### config.mk
export PLATFORM = sky130hd
export DESIGN_NAME = mem_stream_ctrl_flat
export DESIGN_NICKNAME = d
export VERILOG_FILES = /design/src/rtl/mem_stream_if.sv /design/src/rtl/mem_stream_ctrl.sv /design/src/flat_wrapper.sv
export SDC_FILE = /design/constraint.sdc
export NUM_CORES = 1
export LEC_CHECK = 0
export BUFFER_PORTS_ARGS = -buffer_cell sky130_fd_sc_hd__clkbuf_2
export CAP_MARGIN = 0
export CORE_UTILIZATION = 51
export DETAILED_ROUTE_END_ITERATION = 8
export PLACE_DENSITY = 0.77
export RECOVER_POWER = 50
export SLEW_MARGIN = 25
export SYNTH_ARGS = -nofsm -noshare
export SYNTH_HDL_FRONTEND = slang
export SYNTH_SLANG_ARGS = --single-unit
### constraint.sdc
create_clock -name clk -period 3.78 [get_ports clk]
set_input_delay 0.756 -clock clk [delete_from_list [all_inputs] [get_ports clk]]
set_output_delay 0.756 -clock clk [all_outputs]
set_load 0.05 [all_outputs]
### src/rtl/mem_stream_if.sv
// Handshake and memory-port bundle between mem_stream_ctrl (master) and its
// environment (slave: stream source/sink plus the buffer memory).
interface mem_stream_if #(
  parameter int DATA_W = 25,
  parameter int ADDR_W = 11
);
  logic              in_valid;
  logic              in_ready;
  logic [DATA_W-1:0] in_data;
  logic              in_last;

  logic              out_valid;
  logic              out_ready;
  logic [DATA_W-1:0] out_data;
  logic              out_last;

  logic              mem_we;
  logic [ADDR_W-1:0] mem_addr;
  logic [DATA_W-1:0] mem_din;
  logic [DATA_W-1:0] mem_dout;

  modport master (
    input  in_valid, in_data, in_last, out_ready, mem_dout,
    output in_ready, out_valid, out_data, out_last, mem_we, mem_addr, mem_din
  );

  modport slave (
    output in_valid, in_data, in_last, out_ready, mem_dout,
    input  in_ready, out_valid, out_data, out_last, mem_we, mem_addr, mem_din
  );
endinterface

### src/rtl/mem_stream_ctrl.sv
// Stream controller for a single-port buffer memory: fills it from an input
// stream, then replays the stored block through a 2-entry output FIFO.
module mem_stream_ctrl #(
  parameter int DATA_W = 25,
  parameter int ADDR_W = 11,
  parameter int DEPTH  = 2000
) (
  input  logic          clk,
  input  logic          rst_n,
  input  logic          rd_start,
  input  logic          clear,
  output logic [ADDR_W:0] word_count,
  output logic          busy,
  mem_stream_if.master  bus
);

  localparam logic [ADDR_W:0]   DEPTH_CNT = (ADDR_W+1)'(DEPTH);
  localparam logic [ADDR_W-1:0] LAST_ADDR = ADDR_W'(DEPTH - 1);

  typedef enum logic [1:0] {
    S_FILL,
    S_LOADED,
    S_READ
  } state_t;

  state_t            state;
  logic [ADDR_W-1:0] wr_ptr;
  logic [ADDR_W:0]   rd_ptr;

  logic              rd_vld_p1;
  logic              rd_last_p1;

  logic [DATA_W-1:0] fifo_data [2];
  logic [1:0]        fifo_last;
  logic              fifo_rd;
  logic              fifo_wr;
  logic [1:0]        occ;

  logic              in_fill;
  logic              in_read;
  logic              wr_fire;
  logic              wr_last;
  logic              pop;
  logic [2:0]        level;
  logic              issue;
  logic              start_read;

  assign in_fill    = (state == S_FILL);
  assign in_read    = (state == S_READ);
  assign wr_fire    = in_fill & bus.in_valid;
  assign wr_last    = bus.in_last | (wr_ptr == LAST_ADDR);
  assign pop        = bus.out_valid & bus.out_ready;
  assign start_read = (state == S_LOADED) & rd_start;

  // Buffer level after this edge if nothing new is issued; a new read may
  // only be launched when its word is guaranteed a free FIFO slot.
  assign level = 3'(occ) + 3'(rd_vld_p1) - 3'(pop);
  assign issue = in_read & (rd_ptr < word_count) & (level < 3'd2);

  // Write path is combinational so the word lands on the handshake edge;
  // the reset gate keeps the memory port quiet while rst_n is low.
  assign bus.in_ready = in_fill;
  assign bus.mem_we   = wr_fire & rst_n;
  assign bus.mem_din  = bus.mem_we ? bus.in_data : '0;
  assign bus.mem_addr = in_read ? rd_ptr[ADDR_W-1:0] :
                        in_fill ? wr_ptr : '0;

  assign bus.out_valid = (occ != 2'd0);
  assign bus.out_data  = fifo_data[fifo_rd];
  assign bus.out_last  = bus.out_valid & fifo_last[fifo_rd];
  assign busy          = in_read;

  always_ff @(posedge clk or negedge rst_n) begin
    if (!rst_n) begin
      state      <= S_FILL;
      wr_ptr     <= '0;
      word_count <= '0;
      rd_ptr     <= '0;
    end else begin
      case (state)
        S_FILL: begin
          if (wr_fire) begin
            wr_ptr <= wr_ptr + 1'b1;
            if (word_count != DEPTH_CNT) begin
              word_count <= word_count + 1'b1;
            end
            if (wr_last) begin
              state <= S_LOADED;
            end
          end
        end
        S_LOADED: begin
          if (rd_start) begin
            state  <= S_READ;
            rd_ptr <= '0;
          end else if (clear) begin
            state      <= S_FILL;
            wr_ptr     <= '0;
            word_count <= '0;
          end
        end
        S_READ: begin
          if (issue) begin
            rd_ptr <= rd_ptr + 1'b1;
          end
          if (pop && fifo_last[fifo_rd]) begin
            state <= S_LOADED;
          end
        end
        default: state <= S_FILL;
      endcase
    end
  end

  // p1: read issued last edge, memory word is now on mem_dout -> FIFO
  always_ff @(posedge clk or negedge rst_n) begin
    if (!rst_n) begin
      rd_vld_p1    <= 1'b0;
      rd_last_p1   <= 1'b0;
      fifo_data[0] <= '0;
      fifo_data[1] <= '0;
      fifo_last    <= '0;
      fifo_rd      <= 1'b0;
      fifo_wr      <= 1'b0;
      occ          <= '0;
    end else if (start_read) begin
      rd_vld_p1  <= 1'b0;
      rd_last_p1 <= 1'b0;
      fifo_last  <= '0;
      fifo_rd    <= 1'b0;
      fifo_wr    <= 1'b0;
      occ        <= '0;
    end else if (in_read) begin
      rd_vld_p1  <= issue;
      rd_last_p1 <= (rd_ptr == word_count - 1'b1);
      if (rd_vld_p1) begin
        fifo_data[fifo_wr] <= bus.mem_dout;
        fifo_last[fifo_wr] <= rd_last_p1;
        fifo_wr            <= ~fifo_wr;
      end
      if (pop) begin
        fifo_rd <= ~fifo_rd;
      end
      occ <= occ + 2'(rd_vld_p1) - 2'(pop);
    end
  end

endmodule

### src/flat_wrapper.sv
// flat-port wrapper written by rule: the top's interface ports become plain ports
module mem_stream_ctrl_flat 
#(
  parameter int DATA_W = 25,
  parameter int ADDR_W = 11,
  parameter int DEPTH  = 2000
)
  (clk, rst_n, rd_start, clear, word_count, busy, bus_in_valid, bus_in_data, bus_in_last, bus_out_ready, bus_mem_dout, bus_in_ready, bus_out_valid, bus_out_data, bus_out_last, bus_mem_we, bus_mem_addr, bus_mem_din);
  mem_stream_if #(.DATA_W(DATA_W), .ADDR_W(ADDR_W)) bus_i ();
  input  logic clk;
  input  logic rst_n;
  input  logic rd_start;
  input  logic clear;
  output logic [ADDR_W:0] word_count;
  output logic busy;
  input wire logic [$bits(bus_i.in_valid)-1:0] bus_in_valid;
  input wire logic [$bits(bus_i.in_data)-1:0] bus_in_data;
  input wire logic [$bits(bus_i.in_last)-1:0] bus_in_last;
  input wire logic [$bits(bus_i.out_ready)-1:0] bus_out_ready;
  input wire logic [$bits(bus_i.mem_dout)-1:0] bus_mem_dout;
  output wire logic [$bits(bus_i.in_ready)-1:0] bus_in_ready;
  output wire logic [$bits(bus_i.out_valid)-1:0] bus_out_valid;
  output wire logic [$bits(bus_i.out_data)-1:0] bus_out_data;
  output wire logic [$bits(bus_i.out_last)-1:0] bus_out_last;
  output wire logic [$bits(bus_i.mem_we)-1:0] bus_mem_we;
  output wire logic [$bits(bus_i.mem_addr)-1:0] bus_mem_addr;
  output wire logic [$bits(bus_i.mem_din)-1:0] bus_mem_din;
  assign bus_i.in_valid = bus_in_valid;
  assign bus_i.in_data = bus_in_data;
  assign bus_i.in_last = bus_in_last;
  assign bus_i.out_ready = bus_out_ready;
  assign bus_i.mem_dout = bus_mem_dout;
  assign bus_in_ready = bus_i.in_ready;
  assign bus_out_valid = bus_i.out_valid;
  assign bus_out_data = bus_i.out_data;
  assign bus_out_last = bus_i.out_last;
  assign bus_mem_we = bus_i.mem_we;
  assign bus_mem_addr = bus_i.mem_addr;
  assign bus_mem_din = bus_i.mem_din;
  mem_stream_ctrl #(.DATA_W(DATA_W), .ADDR_W(ADDR_W), .DEPTH(DEPTH)) u_core (.clk(clk), .rst_n(rst_n), .rd_start(rd_start), .clear(clear), .word_count(word_count), .busy(busy), .bus(bus_i));
endmodule
== Word level (Yosys, flattened, before mapping) ==
Cells that the tools add are included.
Storage, ports and cells
  flip-flop bits (word level): 95
  bits in latches: 0
  memory bits (writable): 0
  ROM bits: 0
  output and inout bits: 78
  word-level logic and storage cells: 119
  memories kept: 0
Operators by class
  add/sub/neg operators: 8
  multiply operators: 0
  divide/modulo/power cells: 0
  order comparisons: 8
  equal/unequal tests: 14
  shift operators: 0
  multiplexer cells: 47
  bitwise gates (word level): 13
  reduce and logical (&&, ||, !) cells: 17
Operator list (count)
  2-to-1 mux 25 bit: 5
  2-to-1 mux 12 bit: 6
  2-to-1 mux 11 bit: 5
  bitwise mux 50 bit: 1
  one-hot mux 12 bit (2 select lines): 2
  demux 25 bit (select 1 bit): 1
  adder 12 x 1 -> 12 bit (second input constant): 2
  one-hot mux 11 bit (2 select lines): 1
  2-to-1 mux 2 bit: 10
  inequality test 2 bit (second input constant): 8
  2-to-1 mux 1 bit: 13
  == test 12 bit: 1
  < comparator 12 bit: 1
  inequality test 12 x 11 -> 1 bit (second input constant): 1
  nonzero test 2 bit: 6
  subtractor 12 x 1 -> 12 bit (second input constant): 1
  adder 11 x 1 -> 11 bit (second input constant): 1
  == test 11 bit (second input constant): 1
  AND reduction 4 bit: 2
  AND 1 bit: 7
  one-hot mux 2 bit (3 select lines): 1
  AND reduction 3 bit: 2
  AND reduction 5 bit: 1
  greater-or-equal comparator 2 bit (second input constant): 2
  19 further kinds: 26

== Longest topological paths before layout ==
Gate-level depths: netlist (run 1).
  depth after elaboration: 8
  mapped depth: 16

== Worst setup path after synthesis (run 1) ==
No wires, ideal clock.
  path type: register to output
  from: register u_core.state[0]
  to: output port bus_mem_din[15]
  arrival time: 2793 ps
  data required time: 3024 ps
  path slack: 231 ps
  stages on the path, launching flop included: 7
  buffers on the path: 3
  cells stage by stage: dfrtp_1 -> buf_2 -> nor2_1 -> and3_1 -> clkbuf_1 -> clkbuf_1 -> and2_1
Between the ends
  longest elaborated chain between the ends: 4
Ends and longest elaborated chain
  from (decl): RTL line mem_stream_ctrl.sv:26  | state_t state;
  from (signal assigned): RTL line mem_stream_ctrl.sv:75  | state <= S_FILL;
  from (signal assigned): RTL line mem_stream_ctrl.sv:88  | state <= S_LOADED;
  from (signal assigned): RTL line mem_stream_ctrl.sv:94  | state <= S_READ;
  logical NOT 2 bit: RTL line mem_stream_ctrl.sv:48  | assign in_fill = (state == S_FILL);
  via bus_in_ready: RTL line flat_wrapper.sv:21  | output wire logic [$bits(bus_i.in_ready)-1:0] bus_in_ready;
  AND 1 bit: RTL line mem_stream_ctrl.sv:50  | assign wr_fire = in_fill & bus.in_valid;
  AND 1 bit: RTL line mem_stream_ctrl.sv:63  | assign bus.mem_we = wr_fire & rst_n;
  via bus_mem_we: RTL line flat_wrapper.sv:25  | output wire logic [$bits(bus_i.mem_we)-1:0] bus_mem_we;
  2-to-1 mux 25 bit: RTL line mem_stream_ctrl.sv:64  | assign bus.mem_din = bus.mem_we ? bus.in_data : '0;
  to (decl): RTL line flat_wrapper.sv:27  | output wire logic [$bits(bus_i.mem_din)-1:0] bus_mem_din;
The timed path passes the listed nets, and every way through them passes these cells.

== Final worst setup path (run 1) ==
  from: register u_core.state[0]
  to: output port bus_mem_din[6]
Between the ends
  longest elaborated chain between the ends: 4
Ends and longest elaborated chain (RTL line)
  logical NOT 2 bit: mem_stream_ctrl.sv:48
  AND 1 bit: mem_stream_ctrl.sv:50
  AND 1 bit: mem_stream_ctrl.sv:63
  2-to-1 mux 25 bit: mem_stream_ctrl.sv:64
No other way between the ends.

==> reports/results.tsv, run 1 <==
stage	metric	value	unit
global_route	antenna_found_initial	0	
flow_run	drv_cap	0	
global_route	grt_first_pass_wirelength	21200	um
route	drc	0	
route	drtAntennaViolNets	0	
layout	syn_to_final_growth	17.45	%
cts	cts_sinks	95	
timing	relSlewSlack	17.70	%
power	p_leak	0.002991	uW
synth	ys_ff_latch	95	
global_route	use_met2	40.07	%
cts	cts.path.max_buffers	2	
setup_path	crit_required	3.02	ns
cts	cts_root_buffer	clkbuf_8	
layout	fin_cells	784	
synth	ys_warn_count	0	
run_status	status	finished, final reports clean	
placement	dp.cells	768	
synth	yosysTopAreaCellShare	43.79	%
hold_path	hold_path.class	reg -> reg	
timing	fin_crit_sh	88.06	%
timing	fin_crit	3.329	ns
floorplanning	die_height	105.2	um
route	viasPerCell	5.606	
cts	cts_inserted_buffers	9	
synth	syn_inst	521	
cts	cts.htree.levels	3	
route	drt_iter0_drc	251	
cts	post_cts_buffers	0	
timing	slew_viol_final	0	
floorplanning	dieArea	0.01106	mm2
cts	cts_resized	0	
global_route	grt_util_met3	3.805	%
global_route	busiest_layer	met2	
timing	hold_viol	0	
setup_path	worst-setup-path-type	reg -> out	
timing	fmax	300.4	MHz
synth	synth_edf_count	0	
global_route	gr-usage-met1	32.57	%
setup_path	timing.rr.start	u_core.occ[1]	
setup_path	end_kind	output pin	
synth	ys.flop_type	dfrtp_1	
setup_path	cp_max_fo	26	
placement	dp_hpwl	9374	um
synth	synth_nets	597	
route	first_pass_iters	4	
layout	fin_nets	719	
synth	synthArstFlopShare	100.0	%
timing	setup_viol	0	
layout	fillCellCount	860	
synth	syn_area	0.005429	mm2
route	routedWlPerCell	16.30	um
cts	ctsHoldBuffers	0	
floorplanning	start_util	52.59	%
floorplanning	dieWidth	105.2	um
floorplanning	io_pins	135	
global_route	grt_max_degree	75	
timing	tightest_slew	1.234	ns
synth	synth_area_leaders	dfrtp_1 44%, mux2_2 16%, ha_1 4.1%	
synth	ys_types	51	
timing	skew	0.01691	ns
synth	avgSynthCellArea	10.42	um2
layout	multiInputGateArea	0.002811	mm2
layout	fin_util	61.76	%
power	ir_worst_vdd	0.5405	mV
timing	holdWs	0.5108	ns
synth	yosys.area.top_type	dfrtp_1	
global_route	grt_pass1_vias	4342	
hold_path	hp-start	u_core.fifo_data[19]	
setup_path	cp.arrival	2.57	ns
synth	synth_seq_area_share	43.79	%
setup_path	startpoint_type	flip-flop	
cts	insertion_delay	0.38	ns
layout	seqCellArea	0.002379	mm2
route	drt-total-wl	12780	um
setup_path	crit_start	u_core.state[0]	
placement	gp_congestion	0.8956	
cts	cts_tree	built	
route	num_vias	4395	
layout	drive_gt1_share	34.88	%
cts	clkTransAtPathRegs	0.10	ns
timing	setup-tns-final	0	ns
global_route	grtUsageTotal	24.32	%
floorplanning	coreArea	0.01032	mm2
floorplanning	rows	37	
layout	antenna_cells	0	
global_route	grt_overflow	0	
power	pwr_density_cell	866.1	mW/mm2
placement	io_buffers	134	
timing	rsz0062_at_grt	false	
[layout make-up]
class	instances	share of cell area [%]
clock inverter	7	1.452
multi-input combinational	370	44.09
inverter	26	1.531
tap	136	2.669
clock buffer	9	1.943
timing repair buffer	141	11.01
sequential	95	37.30
[critical path, cell delays in order, from the launching register on]
cell and delay, ns:
dfrtp_1 0.63, nor2_1 0.43, and3_1 0.62, and2_1 0.23, clkbuf_2 0.28
[cells by family (layout without fill, tap and decap cells)]
logic type	count (synthesis)	after routing	synth area share, %
AOI/OAI and AO/OA	52	52	6.061
xor gates and xnor gates	32	32	5.163
adders and majority gates	19	19	4.517
buffers and inverters	56	183	4.287
DFF	95	95	43.79
muxes	94	94	19.06
and+or+nand+nor	173	173	17.12
[routing by layer]
layer / vias up / part of all wire [%]
li1: 2058 / -
met1: 2138 / 44
met2: 179 / 48
met3: 20 / 6.3
met4: 0 / 1.4
met5: - / 0
[where the power goes]
| part | internal (uW) | switching [uW] | leakage (uW) |
|---|---|---|---|
| sequential | 1410 | 401 | 0.00119 |
| clock | 326 | 404 | 0.000110 |
| combinational | 1010 | 1980 | 0.00169 |
| total | 2740 | 2780 | 0.00299 |
[final timing paths]
path	to	slack (ns)	depth (start not counted)
setup / recovery	bus_mem_din[6]	0.45	4
hold / removal	u_core.fifo_data[19]	0.51	1
setup reg to reg	u_core.rd_ptr[4]	0.57	15
hold reg to reg	u_core.fifo_data[19]	0.51	1
max in group asynchronous	u_core.fifo_rd	1.54	3
min in group asynchronous	u_core.fifo_data[20]	0.93	2
[placed cells by master (no fill, tap or decap), types with 7 or more instances in the layout]
cell type / instances
clkbuf_2: 120
dfrtp_1: 94
mux2_2: 75
nor2_1: 45
inv_1: 26
and2_1: 26
nand2_1: 24
nand3_1: 21
mux2i_1: 19
xnor2_1: 19
a21oi_1: 18
ha_1: 18
clkbuf_1: 16
xor2_1: 13
o21ai_0: 11
nor3_1: 10
nand4_1: 9
clkbuf_8: 9
o31ai_1: 7
[synth_stat cells, types with 13 or more instances]
| cell | instances |
|---|---|
| xnor2_1 | 19 |
| mux2_2 | 75 |
| a21oi_1 | 18 |
| and2_1 | 27 |
| clkbuf_1 | 16 |
| ha_1 | 18 |
| nand3_1 | 21 |
| mux2i_1 | 19 |
| nor2_1 | 45 |
| dfrtp_1 | 95 |
| xor2_1 | 13 |
| nand2_1 | 23 |
| inv_1 | 26 |
[registers in the layout, indices dropped and copies added (netlist names)]
signal / cells
u_core.word_count: 12
u_core.wr_ptr: 11
u_core.occ: 2
u_core.fifo_rd: 1
u_core.state: 2
u_core.fifo_last: 2
u_core.fifo_wr: 1
u_core.rd_last_p1: 1
u_core.rd_ptr: 12
u_core.fifo_data: 50
u_core.rd_vld_p1: 1
[metrics by stage]
| stage | total power (uW) | cell area (um2) | setup slack [ns] |
|---|---|---|---|
| after floorplan | 4129 | 5429 | 0.2314 |
| after global placement | 4714 | 6190 | 0.5223 |
| after detailed placement | 4825 | 6191 | 0.3883 |
| after CTS | 5571 | 6407 | 0.5133 |
| after global routing | 5847 | 6376 | 0.2536 |
| final | 5523 | 6376 | 0.4514 |
No activity file was read; power rests on OpenSTA's default activity.
==> run 2: changes to the inputs <==
--- a/constraint.sdc
+++ b/constraint.sdc
@@ -3,2 +3,2 @@
 set_output_delay 0.756 -clock clk [all_outputs]
-set_load 0.05 [all_outputs]
+set_load 0.02 [all_outputs]
==> run 2 against run 1 <==
Register-to-register slack about the same. Design area decreased by 0.49%. Via count decreased by 1.2%. Largest cell class unchanged.
==> reports/results.tsv, run 2 (synthesis results as in run 1) <==
stage	metric	value	unit	change
run_status	status	finished, final reports clean		
route	drtAntennaViolNets	0		unchanged
placement	gp_congestion	0.8878		-0.87%
power	clkPwrFrac	13.8	%	+0.6 points
layout	fin_util	61.46	%	-0.30 points
setup_path	ff2ff_setup_slack	0.57	ns	about the same
power	ir_worst_vdd	0.4752	mV	-12%
timing	setup_viol	0		unchanged
timing	hold_viol	0		unchanged
global_route	use_met2	39.88	%	-0.19 points
timing	rsz0062_at_grt	false		
layout	fin_cells	784		unchanged
cts	cts_root_buffer	clkbuf_8		
floorplanning	dieWidth	105.2	um	unchanged
power	power_switching	2027	uW	-27%
hold_path	min_to	u_core.fifo_data[8]		
cts	insertion_delay	0.37	ns	about the same
power	netSwitchingFraction	43.14	%	-7.2 points
layout	final_common_cell	clkbuf_2		
route	drt_iter0_drc	190		-24%
global_route	gr-usage-met1	31.15	%	-1.4 points
timing	fmax	311.2	MHz	+3.6%
power	pwr_density_cell	740.7	mW/mm2	-14%
setup_path	cp.arrival	3.50	ns	+0.93 ns
placement	dp_slack	0.3741	ns	-0.01426 ns
cts	cts.htree.levels	3		unchanged
route	first_pass_iters	4		unchanged
layout	antenna_cells	0		unchanged
layout	largest_reg_flops	50		unchanged
global_route	grt_overflow	0		unchanged
setup_path	cp_max_fo	22		-15%
global_route	grt_pass1_vias	4236		-2.4%
layout	drive_gt1_share	34.88	%	unchanged
power	p_leak	0.002975	uW	-0.53%
setup_path	r2r-end	u_core.rd_ptr[11]		
hold_path	min_path_cells	1		unchanged
setup_path	end_kind	flip-flop		
cts	cts.path.max_buffers	2		unchanged
power	power_frac_seq	38.3	%	+5.6 points
route	routedWlPerCell	15.99	um	-1.9%
route	viasPerCell	5.537		-1.2%
layout	fin_nets	719		unchanged
power	combinationalPowerShare	47.9	%	-6.1 points
placement	io_buffers	134		unchanged
global_route	grt_max_degree	76		+1.3%
floorplanning	dieArea	0.01106	mm2	unchanged
layout	syn_to_final_growth	16.87	%	
timing	skew	0.007997	ns	-0.008915 ns
cts	post_cts_buffers	0		unchanged
floorplanning	rows	37		unchanged
setup_path	startpoint_type	flip-flop		
timing	tightest_slew	1.263	ns	+0.02866 ns
setup_path	worstRegToRegCells	15		unchanged
timing	relSlewSlack	15.79	%	-1.9 points
global_route	antenna_found_initial	0		unchanged
cts	clkTransAtPathRegs	0.10	ns	about the same
timing	fin_crit_sh	85.01	%	-3.0 points
layout	design_area	0.006345	mm2	-0.49%
cts	cts_sinks	95		unchanged
floorplanning	coreArea	0.01032	mm2	unchanged
flow_run	drv_cap	0		unchanged
timing	setup-tns-final	0	ns	unchanged
layout	largestRegisters	u_core.fifo_data x50, u_core.rd_ptr x12, u_core.word_count x12		
layout	mostFrequentLayoutCells	120 x clkbuf_2, 94 x dfrtp_1, 75 x mux2_2		
floorplanning	io_pins	135		unchanged
cts	cts_resized	0		unchanged
cts	cts_inserted_buffers	9		unchanged
layout	largest-register	u_core.fifo_data		
cts	ctsHoldBuffers	0		unchanged
global_route	grt_util_met3	2.994	%	-0.81 points
global_route	grt_first_pass_wirelength	20470	um	-3.5%
route	drc	0		unchanged
placement	dp.cells	768		unchanged
placement	dp_hpwl	9284	um	-0.97%
layout	fillCellCount	887		+3.1%
placement	dpl_cell_area	0.006191	mm2	unchanged
cts	cts_tree	built		
hold_path	hp-start	u_core.fifo_data[8]		
global_route	busiest_layer	met2		
global_route	grtUsageTotal	23.50	%	-0.81 points
setup_path	crit_required	4.07	ns	+1.05 ns
hold_path	hold_path.class	reg -> reg		
route	num_vias	4341		-1.2%
floorplanning	start_util	52.59	%	unchanged
setup_path	timing.rr.start	u_core.occ[1]		
power	p_int	2672	uW	-2.5%
timing	setup_ws	0.5666	ns	+0.1152 ns
timing	slew_viol_final	0		unchanged
timing	fin_crit	3.213	ns	-0.1152 ns
floorplanning	die_height	105.2	um	unchanged
setup_path	worst-setup-path-type	reg -> reg		
route	drt-total-wl	12530	um	-1.9%
[run 2: area by class of cell]
type | instances | area, um2 | share of cell area (%)
Clock buffer | 9 | 123.9 | 1.952
Clock inverter | 7 | 61.31 | 0.9663
Inverter | 26 | 97.59 | 1.538
Multi-Input combinational cell | 370 | 2811 | 44.31
Sequential cell | 95 | 2379 | 37.49
Tap cell | 136 | 170.2 | 2.682
Timing Repair Buffer | 141 | 701.9 | 11.06
[run 2: metal layers]
metal  share of wire [%]  vias up
met5                   0        -
met4                 1.5        0
met3                 5.5       18
met2                  48      174
met1                  45     2078
li1                    -     2071
[run 2: worst max path at each step]
stage / startpoint / slack, ns / end / depth (start not counted)
final: u_core.occ[1] / 0.57 / u_core.rd_ptr[11] / 15
after global routing: u_core.occ[1] / 0.32 / u_core.rd_ptr[11] / 15
after CTS: u_core.occ[1] / 0.56 / u_core.rd_ptr[11] / 15
after detailed placement: bus_out_ready / 0.37 / u_core.rd_ptr[11] / 14
after global placement: bus_out_ready / 0.52 / u_core.rd_ptr[11] / 14
after floorplan: bus_out_ready / 0.76 / u_core.rd_ptr[9] / 13
[run 2: per-stage QoR]
step	power, uW	hold WS, ns
2_1_floorplan	3394	0.4604
3_3_place_gp	3981	0.4805
3_5_place_dp	4085	0.4871
4_1_cts	4748	0.4050
5_1_grt	5017	0.5188
6_report	4700	0.5085
[run 2: power by group through the flow]
| stage | Sequential [uW] | Clock (uW) | Combinational, uW |
|---|---|---|---|
| 6_report | 1800 | 647 | 2250 |
| 5_1_grt | 1860 | 704 | 2450 |
| 4_1_cts | 1800 | 664 | 2280 |
| 3_5_place_dp | 1820 | 0 | 2260 |
| 3_3_place_gp | 1780 | 0 | 2200 |
| 2_1_floorplan | 1660 | 0 | 1730 |
[run 2: critical path, cell delays in order (launching register included)]
cell and delay (ns):
dfrtp_1 0.45, nor2_1 0.14, inv_1 0.06, nand2_1 0.14, inv_1 0.06, ha_1 0.27
inv_1 0.06, ha_1 0.13, inv_1 0.04, fa_1 0.38, xor2_1 0.16, nor4b_2 0.23
o2111ai_1 0.14, buf_4 0.22, or4_1 0.48, a21oi_1 0.17
